File: config.mk
export PLATFORM = sky130hd
export DESIGN_NAME = pq_arbiter
export DESIGN_NICKNAME = d
export VERILOG_FILES = /design/src/rtl/pq_arbiter.sv
export SDC_FILE = /design/constraint.sdc
export NUM_CORES = 1
export LEC_CHECK = 0
export BUFFER_PORTS_ARGS = -buffer_cell sky130_fd_sc_hd__buf_2
export CORE_AREA = 2 2 181 183
export DETAILED_ROUTE_END_ITERATION = 10
export DIE_AREA = 0 0 183 185
export GPL_TIMING_DRIVEN = 0
export PLACE_DENSITY_LB_ADDON = 0.12
export SYNTH_ARGS = -nofsm -noshare
export SYNTH_HDL_FRONTEND = slang
export SYNTH_SLANG_ARGS = --single-unit
File: constraint.sdc
create_clock -name clk -period 3.5 [get_ports clk]
set_input_delay 0.7 -clock clk [delete_from_list [all_inputs] [get_ports clk]]
set_output_delay 0.7 -clock clk [all_outputs]
set_load 0.01 [all_outputs]
File: src/rtl/pq_arbiter.sv
// pq_arbiter: round-robin arbiter sharing one priority-queue device among
// N_REQ clients. Only one enq/deq/replace operation is in flight at a time.
// Each operation is gated against the device's busy/full/empty status. For
// DEQ and REPLACE, the head item seen at issue time is returned to the winner.
//
// Optional feature: define PQ_ARB_STATS_EN to add two saturating 32-bit
// counters, stat_ops and stat_stall.
//
// Operation flow: IDLE -> ISSUE -> SETTLE -> IDLE.
//   IDLE   arbitrate and register the strobes.
//   ISSUE  strobes are high for this cycle; capture the pre-op head.
//   SETTLE one-cycle grant pulse; the device has time to raise busy.

module pq_arbiter #(
  parameter int N_REQ = 4,
  parameter int KV_W  = 64
) (
  input  logic                    clk,
  input  logic                    rst,
  input  logic [N_REQ-1:0]        req,
  input  logic [2*N_REQ-1:0]      op,
  input  logic [N_REQ*KV_W-1:0]   kvi,
  output logic [N_REQ-1:0]        gnt,
  output logic [KV_W-1:0]         kvo,
  output logic                    pq_enq,
  output logic                    pq_deq,
  output logic [KV_W-1:0]         pq_kvi,
  input  logic [KV_W-1:0]         pq_kvo,
  input  logic                    pq_busy,
  input  logic                    pq_full,
  input  logic                    pq_empty
`ifdef PQ_ARB_STATS_EN
  ,
  output logic [31:0]             stat_ops,
  output logic [31:0]             stat_stall
`endif
);

  localparam int IDX_W = (N_REQ > 1) ? $clog2(N_REQ) : 1;

  localparam logic [1:0] OP_ENQ  = 2'b01;
  localparam logic [1:0] OP_DEQ  = 2'b10;
  localparam logic [1:0] OP_REPL = 2'b11;

  localparam logic [IDX_W-1:0] LAST_IDX = IDX_W'(N_REQ - 1);
  localparam logic [N_REQ-1:0] ONE_HOT0 = {{(N_REQ-1){1'b0}}, 1'b1};

  typedef enum logic [1:0] {
    IDLE   = 2'b00,
    ISSUE  = 2'b01,
    SETTLE = 2'b10
  } state_t;

  state_t            state_r;
  logic [IDX_W-1:0]  rrPtr_r;
  logic [IDX_W-1:0]  winner_r;

  logic [N_REQ-1:0]  eligible_s;
  logic              found_s;
  logic [IDX_W-1:0]  winner_s;
  logic [1:0]        opWin_s;
  logic [KV_W-1:0]   kviWin_s;
  logic              issue_s;
  logic [IDX_W-1:0]  rrNext_s;

  // Index that follows idx, wrapping from the last client back to client 0.
  function automatic logic [IDX_W-1:0] nextIdx(input logic [IDX_W-1:0] idx);
    logic [IDX_W-1:0] res;
    if (idx == LAST_IDX) begin
      res = '0;
    end else begin
      res = idx + IDX_W'(1);
    end
    return res;
  endfunction

  // Per-client eligibility: a valid op whose precondition on the device holds.
  always_comb begin
    eligible_s = '0;
    for (int i = 0; i < N_REQ; i++) begin
      case (op[2*i +: 2])
        OP_ENQ:          eligible_s[i] = req[i] & ~pq_full;
        OP_DEQ, OP_REPL: eligible_s[i] = req[i] & ~pq_empty;
        default:         eligible_s[i] = 1'b0;
      endcase
    end
  end

  // Rotating search: first eligible client at or above rrPtr_r, with wrap.
  always_comb begin
    int cand;
    found_s  = 1'b0;
    winner_s = '0;
    cand     = 0;
    for (int k = 0; k < N_REQ; k++) begin
      cand = int'(rrPtr_r) + k;
      if (cand >= N_REQ) begin
        cand = cand - N_REQ;
      end else begin
        cand = cand;
      end
      if (!found_s && eligible_s[cand]) begin
        found_s  = 1'b1;
        winner_s = IDX_W'(cand);
      end else begin
        found_s  = found_s;
      end
    end
  end

  // Operands of the winning client and the issue decision for this cycle.
  always_comb begin
    opWin_s  = op[2*winner_s +: 2];
    kviWin_s = kvi[winner_s*KV_W +: KV_W];
    issue_s  = (state_r == IDLE) & ~pq_busy & found_s;
    rrNext_s = nextIdx(winner_r);
  end

  // Operation sequencer; every device-facing and client-facing output is registered.
  always_ff @(posedge clk or negedge rst) begin
    if (!rst) begin
      state_r  <= IDLE;
      rrPtr_r  <= '0;
      winner_r <= '0;
      gnt      <= '0;
      kvo      <= '0;
      pq_enq   <= 1'b0;
      pq_deq   <= 1'b0;
      pq_kvi   <= '0;
    end else begin
      case (state_r)
        IDLE: begin
          gnt <= '0;
          if (issue_s) begin
            pq_enq   <= opWin_s[0];
            pq_deq   <= opWin_s[1];
            pq_kvi   <= kviWin_s;
            winner_r <= winner_s;
            state_r  <= ISSUE;
          end else begin
            pq_enq   <= 1'b0;
            pq_deq   <= 1'b0;
            state_r  <= IDLE;
          end
        end
        ISSUE: begin
          // The device acts on the strobes at this edge, so pq_kvo is still the pre-op head.
          pq_enq  <= 1'b0;
          pq_deq  <= 1'b0;
          kvo     <= pq_kvo;
          gnt     <= ONE_HOT0 << winner_r;
          state_r <= SETTLE;
        end
        SETTLE: begin
          gnt     <= '0;
          rrPtr_r <= rrNext_s;
          state_r <= IDLE;
        end
        default: begin
          gnt     <= '0;
          pq_enq  <= 1'b0;
          pq_deq  <= 1'b0;
          state_r <= IDLE;
        end
      endcase
    end
  end

`ifdef PQ_ARB_STATS_EN
  // Saturating counters: granted ops, and idle cycles where requests waited.
  always_ff @(posedge clk or negedge rst) begin
    if (!rst) begin
      stat_ops   <= 32'h0000_0000;
      stat_stall <= 32'h0000_0000;
    end else begin
      if ((state_r == SETTLE) && (stat_ops != 32'hFFFF_FFFF)) begin
        stat_ops <= stat_ops + 32'h0000_0001;
      end else begin
        stat_ops <= stat_ops;
      end
      if ((state_r == IDLE) && (|req) && !issue_s && (stat_stall != 32'hFFFF_FFFF)) begin
        stat_stall <= stat_stall + 32'h0000_0001;
      end else begin
        stat_stall <= stat_stall;
      end
    end
  end
`endif

endmodule

==> impl_metrics.json <==
{
  "status": "finished clean",
  "cts.sinks": 140,
  "grt_use_met1": 0.196,
  "reg2reg_from": "rrPtr_r[1]",
  "initial_core_util": 0.217,
  "relSlewSlack": 0.493,
  "cts_root_buffer": "clkbuf_16",
  "rsz0062_at_grt": "false",
  "layout_min_cycle_time_ns": 2.80,
  "num_vias": 6422,
  "port_buffers": 470,
  "max_freq_mhz": 357,
  "place_congestion": 0.779,
  "seq_area_frac_synth": 0.504,
  "grt_pass1_wl_um": 40000,
  "crit_top_cell": "nand2_1",
  "ys.flop_type": "dfrtp_1",
  "synthCells": 553,
  "tritoncts": "done",
  "viasPerCell": 4.38,
  "p_leak_nw": 5.24,
  "yosys-top-cells-area": "dfrtp_1, mux2i_1, mux2_2",
  "ys_async_sr_fraction": 1.00,
  "cts_inserted_buffers": 17,
  "synth_common_cells": "dfrtp_1, mux2i_1, nand2_1",
  "critPathLaunchType": "input port",
  "synth-seq-cells": 140,
  "die_area_sq_mm": 0.0339,
  "cp-end-kind": "flop",
  "grt_antenna_before_repair": 3,
  "firstDrtPassIters": 4,
  "synth_area_sq_mm": 0.00695,
  "fin_nets": 1384,
  "r2r-end": "pq_kvi[22]",
  "drive_gt1_frac": 0.561,
  "worstRegToRegCells": 5,
  "hold_path_class": "in2async",
  "grt_pass1_vias": 6440,
  "final_cells": 1466,
  "reg2reg_slack_ns": 1.01,
  "std_cell_rows": 66,
  "yosys.area.top_type": "dfrtp_1",
  "drtAntennaViolNets": 0,
  "max_cap_viol_count": 0,
  "setup-violations-final": 0,
  "wirelength_um": 27900,
  "post-route-util": 0.326,
  "ctsHoldBuffers": 0,
  "htreeDepth": 4,
  "period_share": 0.800,
  "slew_violations": 0,
  "cp_slowest_cell": "clkbuf_1",
  "crit_chain": "buf_2 > nor2b_1 > o21ai_1 > nand4_1 > nand2_1 > clkinv_1 > nand2_1 > clkbuf_1 > o221ai_1",
  "crit_fanout": 10,
  "clk_transition_reported_paths_ns": 0.07,
  "die_w_um": 183,
  "post-cts-setup-buffer-count": 0,
  "synth_top_area_frac": 0.504,
  "coreArea_sq_mm": 0.0320,
  "grt_start_max_net_pins": 77,
  "hpwlAfterDp_um": 22000,
  "required_ns": 3.76,
  "drc": 0,
  "synth-warning-count": 0,
  "worstMarginPinSlew_ns": 0.761,
  "synth_edf_count": 0,
  "cp_slowest_stage_delay_ns": 0.62,
  "cts_resized": 0,
  "synth.most_common_cell": "dfrtp_1",
  "grtUsageTotal": 0.159,
  "grt.met3_usage": 0.0348,
  "syn_area_per_cell_sq_um": 12.6,
  "drt_iter0_markers": 212,
  "synth_nets": 894,
  "powerDensity_mw_per_mm2": 678,
  "use_met2": 0.279,
  "clk_latency_ns": 0.42,
  "skew_ns": 0.0113,
  "ys_types": 31,
  "crit_type": "in2reg",
  "grt.busiest_layer": "met2",
  "io_pins": 471,
  "ir_worst_vdd_v": 0.000263,
  "worstPathArrival_ns": 3.06,
  "area_delta_synth_final_pct": 50.4,
  "clock_path_buffers": 2,
  "die_h_um": 185,
  "hold_viol": 0,
  "dp.cells": 1432,
  "grt_overflow": 0,
  "wl_per_cell_um": 19.0
}
[worst max-delay path by stage]
stage               slack [ns]  start  cells after the start         end
global route              0.41  op[7]                      9  pq_kvi[25]
finish                    0.70  op[7]                      9  pq_kvi[22]
floorplan                 1.23  op[5]                      7  pq_kvi[19]
global placement         -0.65    rst                      1   pq_kvi[0]
detailed placement        0.18  op[7]                      9  pq_kvi[22]
CTS                       0.63  op[7]                      9  pq_kvi[22]
[metrics by stage]
stage | TNS, ns | setup slack, ns | total power [W] | hold slack [ns] | instance area [sq um]
5_1_grt | 0 | 0.408 | 0.00758 | 0.353 | 10500
6_report | 0 | 0.700 | 0.00709 | 0.302 | 10500
3_5_place_dp | 0 | 0.183 | 0.00527 | 0.469 | 9850
3_3_place_gp | -88.80 | -0.652 | 0.00525 | 0.466 | 9820
4_1_cts | 0 | 0.628 | 0.00723 | 0.335 | 10500
2_1_floorplan | 0 | 1.23 | 0.00398 | 0.404 | 6950
[power breakdown]
part | switching, W | total (W) | internal (W)
combinational | 0.00138 | 0.00262 | 0.00124
sequential | 0.000314 | 0.00256 | 0.00225
clock | 0.000828 | 0.00191 | 0.00108
[state kept, by name (all words and copies together) (netlist names)]
name,flops
kvo,64
pq_kvi,64
gnt,4
rrPtr_r,2
state_r,2
winner_r,2
pq_deq,1
pq_enq,1
[logic make-up after synthesis]
kind of cell | after synthesis | synth area share
DFF | 140 | 0.504
buffers and inverters | 47 | 0.0407
adders and majority gates | 4 | 0.00720
and+or+nand+nor | 87 | 0.0547
muxes | 197 | 0.299
AOI/OAI and AO/OA | 78 | 0.0946
[critical path: cells and delay by family]
family | cells | cell delay (ns)
AOI/OAI and AO/OA | 2 | 0.50
buffers and inverters | 3 | 0.95
and+or+nand+nor | 4 | 0.89
[layout make-up]
cell class                      count  area [sq um]
Antenna cell                        3          7.51
Multi-Input combinational cell    366          3170
Tap cell                          408           510
Clock inverter                     14           175
Buffer                             43           268
Fill cell                        3387         21600
Clock buffer                       17           425
Timing Repair Buffer              471          2390
Sequential cell                   140          3500
Inverter                            4          15.0
[cells in the final DEF (no fill, tap or decap), types with 2 or more instances in the layout]
| cell type | instances |
|---|---|
| diode_2 | 3 |
| o21ai_0 | 3 |
| buf_4 | 12 |
| mux4_2 | 2 |
| buf_2 | 470 |
| bufinv_16 | 2 |
| buf_1 | 4 |
| clkbuf_16 | 17 |
| mux2_2 | 66 |
| a22o_1 | 2 |
| inv_6 | 3 |
| clkbuf_1 | 18 |
| nand2_1 | 67 |
| clkinvlp_4 | 2 |
| clkinv_4 | 2 |
| mux2i_1 | 129 |
| nor2b_1 | 7 |
| dfrtp_1 | 140 |
| ha_1 | 4 |
| nor3b_1 | 4 |
| o221ai_1 | 64 |
| buf_6 | 9 |
| inv_8 | 5 |
| and2_1 | 4 |
| o21ai_1 | 3 |
| inv_1 | 3 |
[layer usage]
layer / vias to the layer above / share of wire
met3: 20 / 0.055
met2: 235 / 0.51
met1: 3113 / 0.42
li1: 3054 / -
met5: - / 0
met4: 0 / 0.014
(Power assumes the default switching activity.)
